<file path="config.mk">
export PLATFORM = sky130hd
export DESIGN_NAME = entrada_ctrl
export DESIGN_NICKNAME = d
export VERILOG_FILES = /design/src/rtl/entrada_pkg.sv /design/src/rtl/switch_debounce.sv /design/src/rtl/entrada_ctrl.sv
export SDC_FILE = /design/constraint.sdc
export NUM_CORES = 1
export LEC_CHECK = 0
export ABC_AREA = 1
export BUFFER_PORTS_ARGS = -buffer_cell sky130_fd_sc_hd__buf_2
export CAP_MARGIN = 30
export CELL_PAD_IN_SITES_DETAIL_PLACEMENT = 0
export CELL_PAD_IN_SITES_GLOBAL_PLACEMENT = 1
export CORE_UTILIZATION = 36
export CTS_BUF_LIST = sky130_fd_sc_hd__clkbuf_16
export DETAILED_ROUTE_END_ITERATION = 6
export MAX_ROUTING_LAYER = met4
export PLACE_DENSITY_LB_ADDON = 0.1
export SLEW_MARGIN = 20
export SYNTH_ARGS = -nofsm -noshare
export SYNTH_HDL_FRONTEND = slang
export SYNTH_SLANG_ARGS = --single-unit
</file>
<file path="constraint.sdc">
create_clock -name clk -period 2.33 [get_ports clk]
set_input_delay 0.233 -clock clk [delete_from_list [all_inputs] [get_ports clk]]
set_output_delay 0.233 -clock clk [all_outputs]
set_load 0.02 [all_outputs]
</file>
<file path="src/rtl/entrada_pkg.sv">
// entrada_pkg -- shared types and constants for the entrada input-stack controller.
//   state_t : controller FSM states
//   tag_t   : who asked for a pop (CPU instruction or manual button)
//   pend_t  : one-deep deferred push (valid + captured switch word)
package entrada_pkg;

  localparam int STK_DEPTH = 16;
  localparam int CNT_W     = $clog2(STK_DEPTH) + 1;
  localparam int SW_W      = 16;
  localparam int CPU_W     = 32;

  // Button lanes of the debounce array
  localparam int NUM_BTN   = 2;
  localparam int BTN_PUSH  = 0;
  localparam int BTN_POP   = 1;

  typedef enum logic [1:0] {IDLE, POP, CAPTURE, ACK} state_t;
  typedef enum logic {CPU, MANUAL} tag_t;

  typedef struct packed {
    logic            vld;
    logic [SW_W-1:0] data;
  } pend_t;

endpackage

</file>
<file path="src/rtl/switch_debounce.sv">
// switch_debounce -- synchronizer, debounce counter and rising-edge detect
// for one raw push-button.
//   clk, reset : clock, synchronous active-high reset
//   sw         : raw asynchronous button level
//   rise       : one-cycle pulse when the debounced level goes 0 -> 1
module switch_debounce #(
  parameter int SYNC_STAGES = 2,
  parameter int DB_CYCLES   = 4
) (
  input  logic clk,
  input  logic reset,
  input  logic sw,
  output logic rise
);

  localparam int CW = $clog2(DB_CYCLES + 1);

  logic [SYNC_STAGES-1:0] sync;
  logic [CW-1:0]          cnt;
  logic                   level;
  logic                   level_q;
  logic                   sync_out;

  assign sync_out = sync[SYNC_STAGES-1];

  always_ff @(posedge clk) begin
    if (reset) begin
      sync    <= '0;
      cnt     <= '0;
      level   <= 1'b0;
      level_q <= 1'b0;
    end else begin
      sync    <= (sync << 1) | SYNC_STAGES'(sw);
      level_q <= level;
      // cnt counts consecutive samples that disagree with the current level;
      // any agreeing sample (a glitch ending) restarts the count.
      if (sync_out == level) begin
        cnt <= '0;
      end else if (cnt == CW'(DB_CYCLES - 1)) begin
        level <= sync_out;
        cnt   <= '0;
      end else begin
        cnt <= cnt + CW'(1);
      end
    end
  end

  assign rise = level & ~level_q;

endmodule

</file>
<file path="src/rtl/entrada_ctrl.sv">
// entrada_ctrl -- sequences the LIFO input stack between board switches and CPU.
//   clk, reset            : clock, synchronous active-high reset
//   sw_push, sw_pop       : raw buttons (debounced internally)
//   data_sw               : switch word pushed on a push press
//   cpu_req/cpu_ack       : CPU input handshake; cpu_stall while unanswered
//   cpu_data, disp_data   : last word popped for CPU / for manual display
//   stk_push/pop/clear    : one-hot strobes to the stack, stk_din its data
//   stk_dout              : stack output, valid the cycle after stk_pop
//   count, full, empty    : occupancy as seen after the strobes have landed
//   ovf_err               : sticky, a push was dropped because the stack was full
module entrada_ctrl
  import entrada_pkg::*;
#(
  parameter int DEPTH       = STK_DEPTH,
  parameter int DB_CYCLES   = 4,
  parameter int SYNC_STAGES = 2
) (
  input  logic                   clk,
  input  logic                   reset,
  input  logic                   sw_push,
  input  logic                   sw_pop,
  input  logic [SW_W-1:0]        data_sw,
  input  logic                   cpu_req,
  output logic                   cpu_ack,
  output logic                   cpu_stall,
  output logic [CPU_W-1:0]       cpu_data,
  output logic [CPU_W-1:0]       disp_data,
  output logic                   stk_push,
  output logic                   stk_pop,
  output logic                   stk_clear,
  output logic [SW_W-1:0]        stk_din,
  input  logic [CPU_W-1:0]       stk_dout,
  output logic [$clog2(DEPTH):0] count,
  output logic                   full,
  output logic                   empty,
  output logic                   ovf_err
);

  localparam int            CW      = $clog2(DEPTH) + 1;
  localparam logic [CW-1:0] DEPTH_C = CW'(DEPTH);

  logic [NUM_BTN-1:0] btn_raw;
  logic [NUM_BTN-1:0] btn_rise;
  logic               push_ev;
  logic               pop_ev;
  logic [CW-1:0]      occ;
  logic               push_ok;
  logic               clr_q;
  state_t             state;
  tag_t               tag;
  pend_t              pend;

  assign btn_raw = {sw_pop, sw_push};

  for (genvar g = 0; g < NUM_BTN; g++) begin : g_btn
    switch_debounce #(
      .SYNC_STAGES (SYNC_STAGES),
      .DB_CYCLES   (DB_CYCLES)
    ) u_db (
      .clk   (clk),
      .reset (reset),
      .sw    (btn_raw[g]),
      .rise  (btn_rise[g])
    );
  end

  assign push_ev = btn_rise[BTN_PUSH];
  assign pop_ev  = btn_rise[BTN_POP];

  // count lags the strobes by a cycle; the overflow guard uses the occupancy
  // including strobes still in flight so a back-to-back push can never overrun.
  assign occ     = count + CW'(stk_push) - CW'(stk_pop);
  assign push_ok = occ < DEPTH_C;

  assign full      = (count == DEPTH_C);
  assign empty     = (count == '0);
  assign cpu_stall = cpu_req & ~cpu_ack;

  // Clear strobe only in the first cycle with reset released.
  always_ff @(posedge clk) clr_q <= reset;
  assign stk_clear = clr_q & ~reset;

  always_ff @(posedge clk) begin
    if (reset) begin
      state     <= IDLE;
      tag       <= CPU;
      count     <= '0;
      pend      <= '0;
      ovf_err   <= 1'b0;
      cpu_data  <= '0;
      disp_data <= '0;
      cpu_ack   <= 1'b0;
      stk_push  <= 1'b0;
      stk_pop   <= 1'b0;
      stk_din   <= '0;
    end else begin
      stk_push <= 1'b0;
      stk_pop  <= 1'b0;
      cpu_ack  <= 1'b0;
      count    <= count + CW'(stk_push) - CW'(stk_pop);

      case (state)
        IDLE: begin
          // A push (fresh or deferred) owns the cycle; any pop waits a cycle.
          // A fresh push_ev colliding with a deferred one is dropped.
          if (pend.vld || push_ev) begin
            pend.vld <= 1'b0;
            if (push_ok) begin
              stk_push <= 1'b1;
              stk_din  <= pend.vld ? pend.data : data_sw;
            end else begin
              ovf_err <= 1'b1;
            end
          end else if (cpu_req && !empty) begin
            state   <= POP;
            tag     <= CPU;
            stk_pop <= 1'b1;
          end else if (pop_ev && !empty) begin
            state   <= POP;
            tag     <= MANUAL;
            stk_pop <= 1'b1;
          end
        end
        POP: state <= CAPTURE;
        CAPTURE: begin
          if (tag == CPU) begin
            cpu_data <= stk_dout;
            cpu_ack  <= 1'b1;
            state    <= ACK;
          end else begin
            disp_data <= stk_dout;
            state     <= IDLE;
          end
        end
        ACK:     state <= IDLE;
        default: state <= IDLE;
      endcase

      // Busy: hold one push for the next IDLE cycle, drop any further ones.
      if (state != IDLE && push_ev && !pend.vld) begin
        pend.vld  <= 1'b1;
        pend.data <= data_sw;
      end
    end
  end

endmodule

</file>
# Word-level counts from Yosys, hierarchy flattened
# Index checks and enable logic that the tools add are counted.
# word_totals
reg_bits,124
input_bits,53
out_inout_bits,93
word_cells,95
# op_classes
addsub,4
magnitude_cmp,1
eq_ne,10
n_mux,15
n_bitwise,17
n_reduce_logical,27
# ops
operator,count
2-to-1 mux 17 bit,1
2-to-1 mux 16 bit,1
AND reduction 2 bit,6
OR reduction 3 bit,4
NOT 1 bit,11
AND reduction 3 bit,3
2-to-1 mux 1 bit,8
2-to-1 mux 2 bit,4
one-hot mux 2 bit (4 select lines),1
nonzero test 2 bit,4
"adder 3 x 1 -> 3 bit, second input constant",2
"equality test 3 x 2 -> 1 bit, second input constant",2
adder 5 x 1 -> 5 bit,1
"equality test 5 bit, second input constant",1
logical NOT 5 bit,1
"< comparator 5 bit, second input constant",1
subtractor 5 x 1 -> 5 bit,1
AND 1 bit,4
"equality test 2 bit, second input constant",2
logical AND 1 bit,4
bitwise OR 2 x 1 -> 2 bit,2
"!= test 3 bit, second input constant",1
equality test 1 bit,2
"equality test 2 x 1 -> 1 bit, second input constant",1
other kinds (5),6

# Logic depth before layout (Yosys ltp)
# Gate-level depths: netlist of the first run.
# depth
word_depth,7
ltp_mapped,16
depth_no_buf,15

# By module
# From an unflattened synthesis of the first run, not the netlist that was laid out.
# unflattened
hier_cells,605
area_unflattened_um2,4807.1
# by_module_without_submodules
mod,instances,cells_per_inst,area_each_um2,seq_area_each_um2
entrada_ctrl,1,545,4294.1,2202.1
switch_debounce,2,30,256.5,140.1

# Worst setup path before layout of the first run
# OpenSTA, ideal clock, no wires.
# synth_timing
path_type,reg-to-reg
startpoint,register count[0]
endpoint,register stk_din[6]
setup_time_ps,110
t_arrival_ps,2178
required_ps,2220
path_slack_ps,42
path_stages_with_launch,16
path_buffers,1
period_less_slack_ps,2288
cell_sequence,dfxtp_1 -> inv_1 -> ha_1 -> inv_1 -> ha_1 -> inv_1 -> fa_1 -> inv_1 -> nand2_1 -> nand2_1 -> nand3_1 -> nand2_1 -> buf_2 -> nand3_1 -> nand2_1 -> nor2_1
# synth_between
elab_chain_cells,4
# synth_lines
item,line,rtl
from (decl),entrada_ctrl.sv:33,"output logic [$clog2(DEPTH):0] count,"
from (signal assigned),entrada_ctrl.sv:100,count <= count + CW'(stk_push) - CW'(stk_pop);
adder 5 x 1 -> 5 bit,entrada_ctrl.sv:72,assign occ = count + CW'(stk_push) - CW'(stk_pop);
subtractor 5 x 1 -> 5 bit,entrada_ctrl.sv:72,
< comparator 5 bit,entrada_ctrl.sv:73,assign push_ok = occ < DEPTH_C;
AND reduction 3 bit (no line),-,
to (signal assigned),entrada_ctrl.sv:110,stk_din <= pend.vld ? pend.data : data_sw;
to (decl),entrada_ctrl.sv:31,"output logic [SW_W-1:0] stk_din,"
# No other way between the ends.
# A chain may end at the register's enable or synchronous reset.

# Final worst setup path of the first run
# layout_timing
startpoint,register count[0]
endpoint,register stk_din[14]
# The elaborated chain is that of the path after synthesis.

==> summary.txt, run 1 <==
Status
  • Outcome: complete, no violations

Clock tree
  • Hold buffers post-CTS: 0
  • CTS root buffer: clkbuf_16
  • Max Buffers Root-to-Sink: 2
  • Later-pin clock latency in the skew report: 0.41 ns
  • CTS H-tree depth: 4
  • Reg clk slew, reported paths: 0.05 ns
  • CTS tree: done
  • TritonCTS Sinks: 124
  • CTS buffer count: 17

Worst setup path
  • Crit path kind: flip-flop to flip-flop
  • CP Capture Type: flip-flop
  • CP required: 2.63 ns
  • Startpoint types: flip-flop
  • CP Max Fanout: 8
  • Worst path arrival time: 2.50 ns

Synth
  • Synth top area cells: dfxtp_1 (51%), nor2_1 (11%), nand2_1 (6.7%), nand3_1 (5.4%), o21ai_0 (5.2%)
  • Synthesized net count: 699
  • Most used DFF post-synth: dfxtp_1
  • Register area share after synthesis: 0.509
  • Avg Inst Size Synth: 7.68 um^2
  • Gate Count Post-Synth: 635
  • Ys async rst share: 0
  • Largest area contributor in the netlist: dfxtp_1
  • Most common cell in the netlist: nor2_1
  • Yosys warning count: 0
  • Synth Register Bits: 124
  • Synth cell types: 25
  • Cell area after synthesis: 4870 um^2
  • Post-synth EDFFs: 0
  • Commonest cells in the netlist: nor2_1 (140), dfxtp_1 (124), nand2_1 (87), inv_1 (61), nand3_1 (53)
  • Top-area cell type share of the netlist area: 0.509

Floorplan
  • Die area: 14000 um^2
  • Core box area: 13200 um^2
  • Core Rows: 42
  • Die H: 118 um
  • Initial Utilization: 0.368
  • Die X: 118 um
  • # IOs: 146

STA
  • Skew final: 0.00419 ns
  • Final Cycle Share: 0.942
  • Post-route worst setup slack: 0.135 ns
  • Min cycle time layout: 2.20 ns
  • Max-slew violation count: 0
  • Max Clock Freq: 456 MHz
  • Final setup vio count: 0
  • Relative slew slack: 0.606
  • Worst-margin pin slew: 0.590 ns
  • Hold Violations, Final: 0

Global routing
  • Total gr overflow: 0
  • Vias in the first global route: 4219
  • First-pass GRT wire length: 20.7 mm
  • Largest net degree at the start of global routing: 49
  • Antenna violations before repair: 0
  • Global-route usage over all layers: 0.193

Routing
  • Final WL: 12.8 mm
  • DRC Markers: 0
  • Vias: 4472
  • Pre-antenna DRT Iters: 4
  • Routed WL per cell: 13.3 um
  • Vias per std cell: 4.63
  • Initial DRC count: 245
  • Post-route ant nets: 0

Placed design
  • Hpwl dp: 8.39 mm
  • Pre-CTS WS: 0.132 ns
  • Port bufs: 145
  • Cell count after placement: 932
  • GPL Wtd Cong: 0.821

Final layout
  • Layout cells sized above 1: 0.246
  • Nets: 843
  • Final Util: 0.478
  • Non-filler cells, final: 965
  • Synth-to-layout area growth: 29.7%
  • Fillers: 1377

Power and ir drop
  • Combinational fraction of design power: 0.303
  • Net switching power: 0.00246 W
  • Flop pwr share: 0.370
  • Power, Total: 0.00688 W
  • VDD IR max: 0.508 mV
  • Clk pwr share: 0.327
  • Sw Ratio: 0.357
  • Leak: 2.95 nW
  • Cell-internal power: 0.00443 W
  • Cell Pwr Density: 1090 nW/um^2

Flow run
  • Max cap viols: 0

Min path
  • Min-delay worst type: input pin to flip-flop
[stage by stage]
stage | instance area [um^2] | setup TNS, ns | hold slack [ns]
final | 6320 | 0 | 0.0256
after global routing | 6320 | -0.000394 | 0.0254
after CTS | 6250 | 0 | 0.0114
after detailed placement | 5760 | 0 | 0.405
after global placement | 5760 | 0 | 0.396
after floorplan | 4870 | 0 | 0.261
[power by group through the flow]
stage	registers (W)	clock network (W)	logic, W
floorplan	0.00285	0	0.000983
global placement	0.00258	0	0.00189
detailed placement	0.00258	0	0.00190
CTS	0.00254	0.00230	0.00190
global route	0.00258	0.00243	0.00231
finish	0.00255	0.00225	0.00208
[metal layers]
metal	share of wire	track usage
met4	0.014	0.0633
met5	0	-
met2	0.47	0.303
met3	0.055	0.0642
met1	0.46	0.233
[sequential cells by signal (all words and copies together) (netlist names)]
signal and count:
g_btn.u_db.sync 4, g_btn.u_db.cnt 6, stk_push 1, g_btn.u_db.level_q 2, disp_data 32, g_btn.u_db.level 2
state 2, tag 1, cpu_ack 1, clr_q 1, stk_din 16, count 5
pend 17, ovf_err 1, stk_pop 1, cpu_data 32
[worst paths after layout]
path	start	end	cells past startpoint	slack, ns
hold / removal	sw_pop	g_btn[1].u_db.sync[0]	3	0.03
hold reg to reg	g_btn[1].u_db.sync[0]	g_btn[1].u_db.sync[1]	2	0.41
setup reg to reg	count[0]	stk_din[14]	15	0.13
setup / recovery	count[0]	stk_din[14]	15	0.13
[worst max-delay path: stages, from the launching register on]
cell,delay (ns)
dfxtp_1,0.32
inv_1,0.06
ha_1,0.26
inv_1,0.06
ha_1,0.15
inv_1,0.06
fa_1,0.35
inv_1,0.08
nand2_1,0.07
nand2_2,0.09
nand3_1,0.13
nand2_4,0.11
buf_4,0.16
nand3_1,0.08
nand2_1,0.09
nor2_1,0.04
[cell families (layout without fill, tap and decap cells)]
logic type,after synthesis,count (layout),share of synthesized area
multiplexers,16,16,0.0329
AND/OR/NAND/NOR,290,292,0.250
buffers and inverters,100,251,0.0803
adder cells (fa/ha/maj),11,11,0.0298
other,0,1,0
AO/OA/AOI/OAI,94,94,0.0978
flip-flops,124,124,0.509
[final cells by class]
class | instances | area, um^2 | share of cell area
Inverter | 65 | 244 | 0.0386
Clock buffer | 17 | 425 | 0.0673
Timing Repair Buffer | 158 | 827 | 0.131
Sequential cell | 124 | 2480 | 0.393
Tap cell | 176 | 220 | 0.0348
Clock inverter | 11 | 68.8 | 0.0109
Multi-Input combinational cell | 413 | 2050 | 0.325
Antenna cell | 1 | 2.50 | 0.000396
[cell usage in the layout, fill, tap and decap left out, types with 2 or more instances in the layout]
master / count
buf_2: 145
nor2_1: 139
dfxtp_1: 124
nand2_1: 82
inv_1: 66
nand3_1: 52
o21ai_0: 51
a21oi_1: 39
clkbuf_16: 17
mux2i_1: 16
buf_4: 12
ha_1: 10
clkinv_1: 5
nand2_2: 4
nand4_1: 3
inv_2: 3
nor3_4: 2
nor2_4: 2
o211ai_1: 2
nand3_2: 2
nand3_4: 2
nor3_1: 2
[what timing repair did]
action | 4_1_cts | 5_1_grt
setup endpoints to repair | 0 | 16
gates resized for setup | 0 | 11
endpoints found under the hold margin | 0 | 0
setup buffers | 0 | 1
(Power assumes the default switching activity.)
==> inputs of run 2 (changes only) <==
Settings changed: CELL_PAD_IN_SITES_DETAIL_PLACEMENT 0 to default, CELL_PAD_IN_SITES_GLOBAL_PLACEMENT 1 to default, CORE_UTILIZATION 36 to 51, PLACE_DENSITY from default to 0.79, PLACE_DENSITY_LB_ADDON 0.1 to default, RECOVER_POWER from default to 100, SLEW_MARGIN 20 to default.
==> summary.txt, run 2 (synthesis gave the netlist of run 1 again) <==
Status
  • Outcome: complete, no violations

Floorplan
  • # IOs: 146 (unchanged)
  • Core box area: 9240 um^2 (-30%)
  • Die area: 9950 um^2 (-29%)
  • Die H: 99.8 um (-16%)
  • Core Rows: 35 (-17%)
  • Die X: 99.8 um (-16%)
  • Initial Utilization: 0.528 (+0.159)

Final layout
  • Regs by FF count: cpu_data (32), disp_data (32), pend (17)
  • Synth-to-layout area growth: 29.3%
  • Multi-input gate area: 2100 um^2 (+2.3%)
  • Register Area: 2480 um^2 (about the same)
  • Nets: 847 (+0.47%)
  • Commonest non-fill, non-tap cells in the layout: nor2_1 (137), dfxtp_1 (123), clkbuf_1 (95)
  • Fillers: 792 (-42%)
  • Layout cells sized above 1: 0.153 (-0.0929)
  • Ant. Diodes: 0 (-1)
  • Most common cell after layout, fill and taps aside: nor2_1

Min path
  • Worst Hold Depth: 3 (unchanged)
  • Hold Crit Start: sw_pop
  • Min-delay worst type: input pin to flip-flop
  • Hold EP: g_btn[1].u_db.sync[0]

Clock tree
  • CTS root buffer: clkbuf_16
  • Max Buffers Root-to-Sink: 2 (unchanged)
  • CTS tree: done
  • Reg clk slew, reported paths: 0.06 ns (about the same)
  • Later-pin clock latency in the skew report: 0.40 ns (about the same)
  • TritonCTS Sinks: 124 (unchanged)
  • CTS H-tree depth: 4 (unchanged)
  • CTS buffer count: 17 (unchanged)

Worst setup path
  • CP Max Fanout: 4 (-4)
  • Flop2flop setup slack: 0.09 ns (-0.05 ns)
  • CP Capture Type: flip-flop
  • Critical-path cell list: inv_1, ha_1, inv_1, ha_2, inv_2, fa_2, inv_2, nand2_4, nand2_4, nand3_2, nand3_2, buf_4, nor2_1
  • CP required: 2.57 ns (-0.06 ns)
  • Worst r2r path cells: 13 (-2)
  • Critical Path Slowest Stage Cell: fa_2
  • Reg2reg start: count[0]
  • Worst path max stage delay: 0.36 ns (about the same)
  • FF-to-FF End: stk_push
  • Startpoint types: flip-flop
  • Worst path arrival time: 2.48 ns (-0.02 ns)
  • Crit path kind: flip-flop to flip-flop

STA
  • Max Clock Freq: 446 MHz (-2.2%)
  • Worst-margin pin slew: 1.23 ns (+0.640 ns)
  • Setup TNS: 0 ns (unchanged)
  • Relative slew slack: 0.180 (-0.426)
  • Final Cycle Share: 0.963 (+0.0209)
  • Skew final: 0.0110 ns (+0.00680 ns)
  • Min cycle time layout: 2.24 ns (+0.0487 ns)
  • Hold Violations, Final: 0 (unchanged)
  • Final setup vio count: 0 (unchanged)
  • Hold Slack: 0.0410 ns (+0.0154 ns)
  • Max-slew violation count: 0 (unchanged)

Placed design
  • Port bufs: 145 (unchanged)
  • Hpwl dp: 8.29 mm (-1.1%)
  • GPL Wtd Cong: 0.781 (-4.8%)

Routing
  • Pre-antenna DRT Iters: 5 (+1)
  • Post-route ant nets: 0 (unchanged)
  • Final WL: 12.8 mm (-0.32%)
  • Vias: 4735 (+5.9%)
  • Routed WL per cell: 13.8 um (+4.0%)
  • Vias per std cell: 5.12 (+10%)
  • Initial DRC count: 112 (-54%)
  • DRC Markers: 0 (unchanged)

Global routing
  • Total gr overflow: 0 (unchanged)
  • Largest net degree at the start of global routing: 33 (-33%)
  • Global-route usage over all layers: 0.265 (+0.0719)
  • Antenna violations before repair: 0 (unchanged)
  • Vias in the first global route: 4478 (+6.1%)
  • First-pass GRT wire length: 20.3 mm (-1.7%)

Power and ir drop
  • Power, Total: 0.00734 W (+6.7%)
  • Cell Pwr Density: 1170 nW/um^2 (+7.1%)
  • Leak: 2.61 nW (-11%)
  • VDD IR max: 0.663 mV (+31%)

Flow run
  • Max cap viols: 0 (unchanged)
==> run 2: cell type report <==
type,instances,share of cell area
Multi-Input combinational cell,413,0.333
Inverter,65,0.0387
Clock inverter,15,0.0250
Clock buffer,17,0.0675
Sequential cell,124,0.394
Timing Repair Buffer,162,0.116
Tap cell,129,0.0256
==> run 2: per-layer routing <==
layer | up-vias | wire [um] | global-route usage
li1 | 2320 | - | -
met1 | 2203 | 5360 | 0.312
met2 | 184 | 6320 | 0.436
met3 | 28 | 781 | 0.0717
met4 | 0 | 318 | 0.0916
met5 | - | 0 | -
==> run 2: timing repair <==
item                       in CTS  in global routing
cloned                          1                  3
resized for setup               3                 29
hold buffers                    0                  0
pin swaps                       0                  7
setup endpoints to repair       1                 19
buffers inserted                1                  0
==> run 2: worst max-delay path by stage <==
stage	from	to	slack [ns]
2_1_floorplan	count[0]	stk_din[6]	0.04
6_report	count[0]	stk_push	0.09
3_5_place_dp	count[0]	stk_din[8]	0.05
4_1_cts	count[0]	stk_din[1]	0.006
5_1_grt	count[0]	stk_din[7]	-0.03
3_3_place_gp	count[0]	stk_din[15]	0.23
==> run 2: critical path: cells and delay by family, from the launching register on <==
| family | cells | cell delay (ns) |
|---|---|---|
| fa+ha+maj | 3 | 0.81 |
| buf+inv | 5 | 0.38 |
| flops | 1 | 0.33 |
| simple gates | 5 | 0.58 |
==> run 2: stage by stage <==
stage	cell area (um^2)	setup slack [ns]	cells	utilization
5_1_grt	6300	-0.0311	925	0.682
4_1_cts	6330	0.00583	922	0.685
2_1_floorplan	4870	0.0418	635	-
3_5_place_dp	5720	0.0453	888	0.619
3_3_place_gp	5720	0.227	888	0.619
6_report	6300	0.0863	925	0.682
==> run 2: report_power, final <==
part           internal, W  leakage, nW  switching, W
Clock              0.00166        0.291      0.000906
Sequential         0.00239         1.01      0.000180
Combinational     0.000676         1.31       0.00153
Total              0.00472         2.61       0.00262
==> inputs of run 3 (changes only) <==
Settings changed: BUFFER_PORTS_ARGS -buffer_cell sky130_fd_sc_hd__buf_2 to -buffer_cell sky130_fd_sc_hd__buf_4, TNS_END_PERCENT from default to 20.
Clock period 2.33 ns to 2.07 ns, I/O delays scaled along.
==> summary.txt, run 3 (synthesis gave the netlist of run 1 again) <==
Clock tree
  • Max Buffers Root-to-Sink: 2 (unchanged)
  • CTS H-tree depth: 4 (unchanged)
  • TritonCTS Sinks: 124 (unchanged)
  • CTS buffer count: 17 (unchanged)
  • CTS tree: done
  • Later-pin clock latency in the skew report: 0.40 ns (about the same)
  • Reg clk slew, reported paths: 0.05 ns (about the same)
  • CTS root buffer: clkbuf_16

Worst setup path
  • Crit path kind: flip-flop to flip-flop
  • Worst r2r path cells: 15 (+2)
  • CP Capture Type: flip-flop
  • Worst path arrival time: 2.46 ns (-0.02 ns)
  • Reg2reg start: count[0]
  • Flop2flop setup slack: -0.07 ns (-0.16 ns)
  • Startpoint types: flip-flop
  • CP required: 2.39 ns (-0.18 ns)
  • Critical Path End: stk_din[3]
  • CP Max Fanout: 8 (+4)
  • Crit. Startpoint: count[0]
  • FF-to-FF End: stk_din[3]

Floorplan
  • Die area: 9950 um^2 (unchanged)
  • Core box area: 9240 um^2 (unchanged)
  • Initial Utilization: 0.528 (unchanged)
  • # IOs: 146 (unchanged)
  • Die H: 99.8 um (unchanged)
  • Core Rows: 35 (unchanged)
  • Die X: 99.8 um (unchanged)

Final layout
  • Layout cells sized above 1: 0.286 (+0.133)
  • Ant. Diodes: 0 (unchanged)
  • Most common cell after layout, fill and taps aside: buf_4
  • Regs by FF count: cpu_data (32), disp_data (32), pend (17)
  • Fillers: 687 (-13%)
  • Nets: 846 (-0.12%)
  • Final Util: 0.744 (+0.0624)
  • Synth-to-layout area growth: 41.1%
  • Non-filler cells, final: 923 (-0.22%)
  • Commonest non-fill, non-tap cells in the layout: buf_4 (157), nor2_1 (139), dfxtp_1 (122)

Routing
  • Vias per std cell: 5.07 (-0.88%)
  • Routed WL per cell: 14.4 um (+4.3%)
  • Vias: 4683 (-1.1%)
  • DRC Markers: 0 (unchanged)
  • Initial DRC count: 172 (+54%)
  • Post-route ant nets: 0 (unchanged)
  • Pre-antenna DRT Iters: 5 (unchanged)
  • Final WL: 13.3 mm (+4.1%)

STA
  • Post-route worst setup slack: -0.0693 ns (-0.156 ns)
  • Skew final: 0.00612 ns (-0.00487 ns)
  • Max Clock Freq: 467 MHz (+4.9%)
  • Final Cycle Share: 1.03 (+0.0705)
  • Min cycle time layout: 2.14 ns (-0.104 ns)
  • Final setup vio count: 4 (+4)
  • Worst-margin pin slew: 0.608 ns (-0.622 ns)
  • RSZ-0062 raised after global routing: yes
  • Hold Violations, Final: 0 (unchanged)
  • Setup TNS: -0.110 ns (-0.110 ns)
  • Relative slew slack: 0.594 (+0.414)
  • Max-slew violation count: 0 (unchanged)

Power and ir drop
  • VDD IR max: 0.773 mV (+17%)
  • Leak: 3.05 nW (+17%)
  • Cell Pwr Density: 1250 nW/um^2 (+7.4%)

Min path
  • Min-delay worst type: input pin to flip-flop

Global routing
  • First-pass GRT wire length: 20.6 mm (+1.3%)
  • Total gr overflow: 0 (unchanged)
  • Antenna violations before repair: 0 (unchanged)
  • Vias in the first global route: 4408 (-1.6%)
  • Largest net degree at the start of global routing: 49 (+48%)
  • Global-route usage over all layers: 0.274 (+0.00918)

Status
  • Outcome: complete, but fails checks
  • Failing checks: negative setup slack

Placed design
  • GPL Wtd Cong: 0.794 (+1.6%)
  • Port bufs: 145 (unchanged)
  • Hpwl dp: 8.10 mm (-2.3%)
  • Cell count after placement: 885 (-0.34%)

Flow run
  • Max cap viols: 0 (unchanged)
[run 3: cell count changes in the layout (fill, tap and decap cells not counted), moves of 3 or more]
cell	previous run	this run
inv_1	62	56
nand2_2	2	7
nand3_4	2	5
clkbuf_1	95	0
clkbuf_2	4	0
buf_2	53	0
buf_4	7	157
clkinv_4	3	0
nand2_1	79	74
nor2_2	4	1
inv_2	4	9
nand2_8	0	4
buf_6	3	0
[run 3: what timing repair did]
item,4_1_cts,5_1_grt
setup buffers,0,3
hold buffers,0,0
resized for setup,22,14
pin swaps,9,10
setup endpoints to repair,18,17
cloned,4,0
[run 3: report_power, final]
group | leakage [nW] | switching, W | internal, W
registers | 1.01 | 0.000204 | 0.00269
clock network | 0.278 | 0.000986 | 0.00172
logic | 1.76 | 0.00196 | 0.00105
total | 3.05 | 0.00315 | 0.00546
[run 3: worst max-delay path, cell delays in order (launching register included)]
cell     delay [ns]
dfxtp_4        0.35
inv_4          0.04
ha_4           0.21
inv_4          0.05
ha_4           0.13
inv_2          0.04
fa_2           0.33
inv_2          0.09
nand2_4        0.08
nand2_8        0.11
nand2_8        0.09
nand2_8        0.11
nand3_4        0.14
nand2_2        0.15
inv_2          0.04
nor2_1         0.11
[run 3: worst min-delay path by stage]
| stage | slack (ns) | from | end | depth (start not counted) |
|---|---|---|---|---|
| 2_1_floorplan | 0.23 | reset | clr_q | 0 |
| 3_3_place_gp | 0.40 | g_btn[1].u_db.sync[0] | g_btn[1].u_db.sync[1] | 2 |
| 3_5_place_dp | 0.40 | g_btn[0].u_db.sync[0] | g_btn[0].u_db.sync[1] | 2 |
| 4_1_cts | 0.005 | sw_push | g_btn[0].u_db.sync[0] | 3 |
| 5_1_grt | 0.01 | sw_push | g_btn[0].u_db.sync[0] | 3 |
| 6_report | 0.02 | sw_pop | g_btn[1].u_db.sync[0] | 3 |
[run 3: per-layer routing]
metal,vias up,wire [um],GRT usage
met3,33,854,0.0773
met4,0,378,0.112
li1,2312,-,-
met5,-,0,-
met1,2163,5440,0.311
met2,175,6630,0.455
[run 3: stage by stage]
step / setup slack (ns) / power (W) / hold WS, ns / cell area, um^2
after floorplan: 0.00250 / 0.00442 / 0.235 / 4910
after global placement: -0.0497 / 0.00520 / 0.397 / 6110
after detailed placement: -0.140 / 0.00527 / 0.404 / 6110
after CTS: 0.0351 / 0.00842 / 0.00520 / 6800
after global routing: -0.155 / 0.00900 / 0.0133 / 6880
final: -0.0693 / 0.00861 / 0.0151 / 6880
[run 3: layout make-up]
type / instances / area (um^2) / share of cell area
Clock buffer: 17 / 425 / 0.0619
Clock inverter: 14 / 115 / 0.0167
Inverter: 65 / 249 / 0.0362
Multi-Input combinational cell: 415 / 2220 / 0.323
Sequential cell: 124 / 2490 / 0.362
Tap cell: 129 / 161 / 0.0235
Timing Repair Buffer: 159 / 1220 / 0.177
